### src/rtl/parking_exit_gate.sv
// ---------------------------------------------------------------------------
// parking_exit_gate
//
// Exit-side controller for the car park. A car waiting on the inside of the
// exit barrier must present the exit token before the gate opens. Once the
// car has moved past the outer sensor and both sensors are clear, the car
// counts as gone and occupancy is decremented. This block also owns the
// occupancy count, which the entrance controller bumps with entry_pulse, and
// drives the two-digit occupancy display.
//
// Ports
//   clk           in   1  system clock, rising edge
//   reset         in   1  asynchronous, active-high reset
//   sensor_inner  in   1  car present on the inside of the exit barrier
//   sensor_outer  in   1  car present on the outside of the exit barrier
//   token         in   2  exit token from the keypad, 0 = nothing entered
//   entry_pulse   in   1  one-cycle pulse: a car has entered
//   GATE_OPEN     out  1  barrier open command
//   GREEN_LED     out  1  lit while the gate is open or the car is clearing
//   RED_LED       out  1  steady while waiting for a token, blinks in alarm
//   exit_pulse    out  1  one-cycle pulse: a car has left
//   full          out  1  occupancy has reached CAPACITY
//   occupancy     out  5  current car count
//   HEX_1         out  7  tens digit, active-low segments {g..a}
//   HEX_2         out  7  units digit, active-low segments {g..a}
// ---------------------------------------------------------------------------
module parking_exit_gate #(
    parameter int         CAPACITY    = 20,
    parameter logic [1:0] EXIT_CODE   = 2'b11,
    parameter int         TIMEOUT_CYC = 8,
    parameter int         BLINK_CYC   = 4
) (
    input  logic       clk,
    input  logic       reset,
    input  logic       sensor_inner,
    input  logic       sensor_outer,
    input  logic [1:0] token,
    input  logic       entry_pulse,
    output logic       GATE_OPEN,
    output logic       GREEN_LED,
    output logic       RED_LED,
    output logic       exit_pulse,
    output logic       full,
    output logic [4:0] occupancy,
    output logic [6:0] HEX_1,
    output logic [6:0] HEX_2
);

    localparam int TW = (TIMEOUT_CYC > 1) ? $clog2(TIMEOUT_CYC) : 1;
    localparam int BW = (BLINK_CYC > 1) ? $clog2(BLINK_CYC) : 1;
    localparam logic [TW-1:0] TIMER_LAST = TW'(TIMEOUT_CYC - 1);
    localparam logic [BW-1:0] BLINK_LAST = BW'(BLINK_CYC - 1);
    localparam logic [4:0]    CAP        = 5'(CAPACITY);

    typedef enum logic [2:0] {
        S_IDLE,
        S_WAIT_TOKEN,
        S_OPEN,
        S_CLEARING,
        S_ALARM
    } state_t;

    state_t          state_q, state_d;
    logic [TW-1:0]   timer_q, timer_d;
    logic [BW-1:0]   blink_q, blink_d;
    logic [4:0]      occupancy_q, occupancy_d;
    logic            gate_open_q, gate_open_d;
    logic            green_q, green_d;
    logic            red_q, red_d;
    logic            exit_pulse_q, exit_pulse_d;
    logic            exit_dec;

    logic [4:0]      tens_digit;
    logic [4:0]      units_digit;

    // Active-low seven-segment encoding, bit order {g,f,e,d,c,b,a}.
    function automatic logic [6:0] seg7(input logic [4:0] d);
        logic [6:0] s;
        case (d)
            5'd0:    s = 7'b1000000;
            5'd1:    s = 7'b1111001;
            5'd2:    s = 7'b0100100;
            5'd3:    s = 7'b0110000;
            5'd4:    s = 7'b0011001;
            5'd5:    s = 7'b0010010;
            5'd6:    s = 7'b0000010;
            5'd7:    s = 7'b1111000;
            5'd8:    s = 7'b0000000;
            5'd9:    s = 7'b0010000;
            default: s = 7'b1000000;
        endcase
        return s;
    endfunction

    // Next-state logic. In WAIT_TOKEN a keyed token always wins over the
    // timeout and over the car backing away, so a driver who types the code
    // on the last cycle still gets through.
    always_comb begin
        state_d  = state_q;
        timer_d  = timer_q;
        exit_dec = 1'b0;
        case (state_q)
            S_IDLE: begin
                if (sensor_inner) begin
                    if (occupancy_q != 5'd0) begin
                        state_d = S_WAIT_TOKEN;
                        timer_d = '0;
                    end else begin
                        // A car at the exit while the park is empty is a phantom.
                        state_d = S_ALARM;
                    end
                end
            end
            S_WAIT_TOKEN: begin
                if (token == EXIT_CODE) begin
                    state_d = S_OPEN;
                end else if (token != 2'b00) begin
                    state_d = S_ALARM;
                end else if (!sensor_inner) begin
                    state_d = S_IDLE;
                end else if (timer_q == TIMER_LAST) begin
                    state_d = S_IDLE;
                end else begin
                    timer_d = timer_q + 1'b1;
                end
            end
            S_OPEN: begin
                if (sensor_outer) begin
                    state_d = S_CLEARING;
                end
            end
            S_CLEARING: begin
                if (!sensor_outer && !sensor_inner) begin
                    state_d  = S_IDLE;
                    exit_dec = 1'b1;
                end else if (sensor_outer && sensor_inner) begin
                    // A second car is following close behind the one leaving.
                    state_d = S_ALARM;
                end
            end
            S_ALARM: begin
                if (token == EXIT_CODE) begin
                    state_d = S_OPEN;
                end else if (!sensor_inner && !sensor_outer) begin
                    state_d = S_IDLE;
                end
            end
            default: begin
                state_d = S_IDLE;
            end
        endcase
    end

    // Output and blink logic are derived from the next state so the
    // registered outputs line up with the registered state: both change on
    // the same edge. The red LED is forced high on alarm entry, then toggles
    // every BLINK_CYC cycles while the alarm persists.
    always_comb begin
        gate_open_d  = (state_d == S_OPEN) || (state_d == S_CLEARING);
        green_d      = (state_d == S_OPEN) || (state_d == S_CLEARING);
        exit_pulse_d = exit_dec;
        red_d        = 1'b0;
        blink_d      = '0;
        if (state_d == S_WAIT_TOKEN) begin
            red_d = 1'b1;
        end else if (state_d == S_ALARM) begin
            if (state_q != S_ALARM) begin
                red_d   = 1'b1;
                blink_d = '0;
            end else if (blink_q == BLINK_LAST) begin
                red_d   = !red_q;
                blink_d = '0;
            end else begin
                red_d   = red_q;
                blink_d = blink_q + 1'b1;
            end
        end
    end

    // Occupancy update. An entry and an exit in the same cycle cancel out,
    // even when the park is full, so the entrance never loses a count to
    // saturation when a car is simultaneously leaving.
    always_comb begin
        occupancy_d = occupancy_q;
        if (entry_pulse && !exit_dec) begin
            if (occupancy_q < CAP) begin
                occupancy_d = occupancy_q + 5'd1;
            end
        end else if (exit_dec && !entry_pulse) begin
            if (occupancy_q != 5'd0) begin
                occupancy_d = occupancy_q - 5'd1;
            end
        end
    end

    // All state and registered outputs; reset aborts any exit in progress.
    always_ff @(posedge clk or posedge reset) begin
        if (reset) begin
            state_q      <= S_IDLE;
            timer_q      <= '0;
            blink_q      <= '0;
            occupancy_q  <= 5'd0;
            gate_open_q  <= 1'b0;
            green_q      <= 1'b0;
            red_q        <= 1'b0;
            exit_pulse_q <= 1'b0;
        end else begin
            state_q      <= state_d;
            timer_q      <= timer_d;
            blink_q      <= blink_d;
            occupancy_q  <= occupancy_d;
            gate_open_q  <= gate_open_d;
            green_q      <= green_d;
            red_q        <= red_d;
            exit_pulse_q <= exit_pulse_d;
        end
    end

    // Display and status decode straight from the occupancy register.
    always_comb begin
        tens_digit  = occupancy_q / 5'd10;
        units_digit = occupancy_q % 5'd10;
    end

    assign HEX_1      = seg7(tens_digit);
    assign HEX_2      = seg7(units_digit);
    assign full       = (occupancy_q == CAP);
    assign occupancy  = occupancy_q;
    assign GATE_OPEN  = gate_open_q;
    assign GREEN_LED  = green_q;
    assign RED_LED    = red_q;
    assign exit_pulse = exit_pulse_q;

endmodule

### config.mk
export PLATFORM = sky130hd
export DESIGN_NAME = parking_exit_gate
export DESIGN_NICKNAME = d
export VERILOG_FILES = /design/src/rtl/parking_exit_gate.sv
export SDC_FILE = /design/constraint.sdc
export NUM_CORES = 1
export LEC_CHECK = 0
export CAP_MARGIN = 20
export CORE_MARGIN = 2
export CORE_UTILIZATION = 50
export DETAILED_ROUTE_END_ITERATION = 6
export PLACE_DENSITY = 0.87
export SYNTH_ARGS = -nofsm -noshare
export SYNTH_HDL_FRONTEND = slang
export SYNTH_SLANG_ARGS = --single-unit
### constraint.sdc
create_clock -name clk -period 4.3 [get_ports clk]
set_input_delay 0.43 -clock clk [delete_from_list [all_inputs] [get_ports clk]]
set_output_delay 0.43 -clock clk [all_outputs]
set_load 0.005 [all_outputs]
==> flow_metrics.tcl <==
set metrics [dict create \
    status "finished, final reports clean" \
    fillers 232 \
    ys_top_cells_by_area "dfrtp_1 28%, ha_1 12%, xnor2_1 5.0%, nand2_1 4.5%, o21ai_0 3.5%" \
    grt_max_degree 17 \
    timing.rr.start "state_q[1]$_DFF_PP0_" \
    fin_nets 218 \
    met3_usage_pct 2.04 \
    crit_fanout 7 \
    cts_tree "built" \
    timing.max_cap.violations 0 \
    core_area_um2 2710 \
    synth_top_cell_by_area "dfrtp_1" \
    post-route-min-period_ns 4.03 \
    drt-pass1-iter-count 4 \
    regArea_um2 402 \
    grt_overflow 0 \
    fin_crit_sh_pct 93.8 \
    syn_inst 167 \
    syn_nets 189 \
    setup_viol 0 \
    drc 0 \
    hold_class "reg2reg" \
    crit_type "reg2out" \
    synth-main-ff-cell "dfrtp_1" \
    setup_ws_ns 0.268 \
    insertion_delay_ns 0.29 \
    ctsLongestPathBuffers 2 \
    synth_cell_type_count 46 \
    r2r_cells 10 \
    hpwl_mm 2.61 \
    io_buffer_count 29 \
    cp-end-kind "primary output" \
    skew_ns 0.00354 \
    hold_viol_final 0 \
    wl_per_cell_um 14.5 \
    grt_pass1_vias 1351 \
    rrSetupSlack_ns 1.78 \
    synth_area_um2 1410 \
    antenna_cells 0 \
    synthTopCellsByCount "17 x nand2_1, 16 x dfrtp_1, 14 x ha_1, 10 x o21ai_0" \
    timing.fmax_ghz 0.248 \
    start_util_pct 52.0 \
    synth-async-reset-ratio_pct 100 \
    r2r_end "occupancy[4]$_DFFE_PP0P_" \
    detail-route-antenna-nets 0 \
    drt_iter0_markers 75 \
    numCtsBuffers 3 \
    yosysWarnings 0 \
    fp-row-count 19 \
    worstPathRequired_ns 3.87 \
    synth_top_area_share_pct 28.4 \
    p_leak_nw 0.796 \
    area_delta_synth_final_pct 25.3 \
    fin_util_pct 65.2 \
    tightest_slew_ns 0.634 \
    cts_sinks 16 \
    met2_usage_pct 39.9 \
    startpoint "occupancy[3]$_DFFE_PP0P_" \
    ys_ff_latch 16 \
    die-area_um2 3260 \
    ioPinCount 31 \
    antenna_found_initial 0 \
    tns_ns 0 \
    use_met1_pct 25.6 \
    drt-total-wl_mm 3.29 \
    cts-root-buf "clkbuf_4" \
    synth_most_common_cell "nand2_1" \
    grt_util_all_layers_pct 21.3 \
    syn_area_per_cell_um2 8.44 \
    layout-drive-gt1-share_pct 9.23 \
    die_w_um 57.1 \
    multi_input_comb_area_um2 940 \
    max_slew_margin_pct 57.7 \
    dpl.cell_count 221 \
    crit_path_end "HEX_2[4]" \
    arrival_ns 3.60 \
    clk_transition_reported_paths_ns 0.10 \
    grt_pass1_wl_mm 5.71 \
    rsz0062_at_grt "no" \
    finalWeightedCongestion 0.844 \
    dieHeight_um 57.1 \
    slew_viol_final 0 \
    htreeDepth 1 \
    cp-start-kind "flop" \
    via_count 1351 \
    ys_seq_area_share_pct 28.4 \
    synth_edf_count 0 \
    peakVddDrop_mv 0.893 \
    p_per_area_nw_per_um2 1080 \
    busiest_layer "met2" \
    place_ws_ns 0.385 \
    via_per_inst 5.98 \
    fin_cells 226 \
]
[layout by cell type (no fill, tap or decap), types with 2 or more instances in the layout]
cell type / Yosys / layout
a21oi_1: 6 / 6
inv_1: 9 / 9
a31oi_1: 2 / 2
a21o_1: 5 / 5
nand2_1: 17 / 17
xor2_1: 2 / 2
o31ai_1: 4 / 4
and3_1: 6 / 6
dfrtp_1: 16 / 15
nor3b_1: 2 / 2
nor4_1: 4 / 4
o21ai_0: 10 / 10
nand3b_1: 2 / 2
nor2b_1: 3 / 3
nand3_1: 4 / 4
mux2_2: 2 / 2
clkbuf_4: 0 / 3
nor2_1: 9 / 9
buf_4: 3 / 3
nand2b_1: 2 / 2
nand4_1: 2 / 2
ha_1: 14 / 12
ha_2: 0 / 2
clkdlybuf4s50_1: 0 / 29
o211ai_1: 3 / 3
xnor2_1: 8 / 7
nor3_1: 5 / 5
and2_1: 3 / 3
[timing repair]
item,CTS,global route
setup buffers,0,1
hold buffers,0,0
endpoints found under the setup margin,0,5
resized for setup,0,4
[final cells by class]
type / instances / share of cell area, %
multi-input combinational: 133 / 53.2
sequential: 16 / 22.7
timing repair buffer: 32 / 17.7
tap: 31 / 2.20
inverter: 10 / 2.12
clock buffer: 4 / 2.05
[where the power goes]
part | total [mW] | switching, mW | internal, mW
sequential | 0.317 | 0.113 | 0.204
combinational | 1.49 | 0.670 | 0.816
clock | 0.101 | 0.0499 | 0.0515
[stage by stage]
step / hold WS (ns) / cell area (µm²) / power (mW)
after detailed placement: 0.437 / 1710 / 1.76
after global placement: 0.426 / 1710 / 1.69
final: 0.450 / 1770 / 1.90
after CTS: 0.450 / 1750 / 1.87
after global routing: 0.471 / 1770 / 2.07
after floorplan: 0.344 / 1410 / 1.14
[layer usage]
layer / vias up / wire length (µm)
met4: 0 / 16
met5: - / 0
met2: 46 / 1750
li1: 648 / -
met3: 4 / 153
met1: 653 / 1370
[how the worst min path moves through the flow]
stage / start / to / cells past startpoint
CTS: blink_q[0]$_DFF_PP0_ / blink_q[0]$_DFF_PP0_ / 1
detailed placement: blink_q[0]$_DFF_PP0_ / blink_q[0]$_DFF_PP0_ / 1
global route: blink_q[0]$_DFF_PP0_ / blink_q[0]$_DFF_PP0_ / 1
floorplan: reset / GREEN_LED$_DFF_PP0_ / 1
finish: blink_q[0]$_DFF_PP0_ / blink_q[0]$_DFF_PP0_ / 1
global placement: blink_q[0]$_DFF_PP0_ / blink_q[0]$_DFF_PP0_ / 1
[critical path: stages (launching register included)]
cell,delay [ns]
dfrtp_2,0.47
inv_1,0.16
ha_2,0.25
o21ai_2,0.10
xnor2_2,0.23
inv_2,0.09
ha_2,0.23
nand4_1,0.10
o221ai_1,0.12
a31oi_1,0.23
inv_1,0.13
ha_1,0.20
or3_1,0.36
a21oi_1,0.12
clkdlybuf4s50_1,0.51
[registers in the layout, indices dropped and copies added (netlist names)]
name	flops
GREEN_LED	1
RED_LED	1
blink_q	2
exit_pulse	1
occupancy	5
state_q	3
timer_q	3
[cell families after synthesis]
family,count (synthesis),synth area share [%]
AOI/OAI and AO/OA,39,18.2
xor gates and xnor gates,10,6.21
adders and majority gates,15,13.8
buffers and inverters,18,5.86
DFF,16,28.4
muxes,2,1.60
other,1,0.266
and+or+nand+nor,66,25.6
Note: power is estimated with default switching activity, not from simulation.
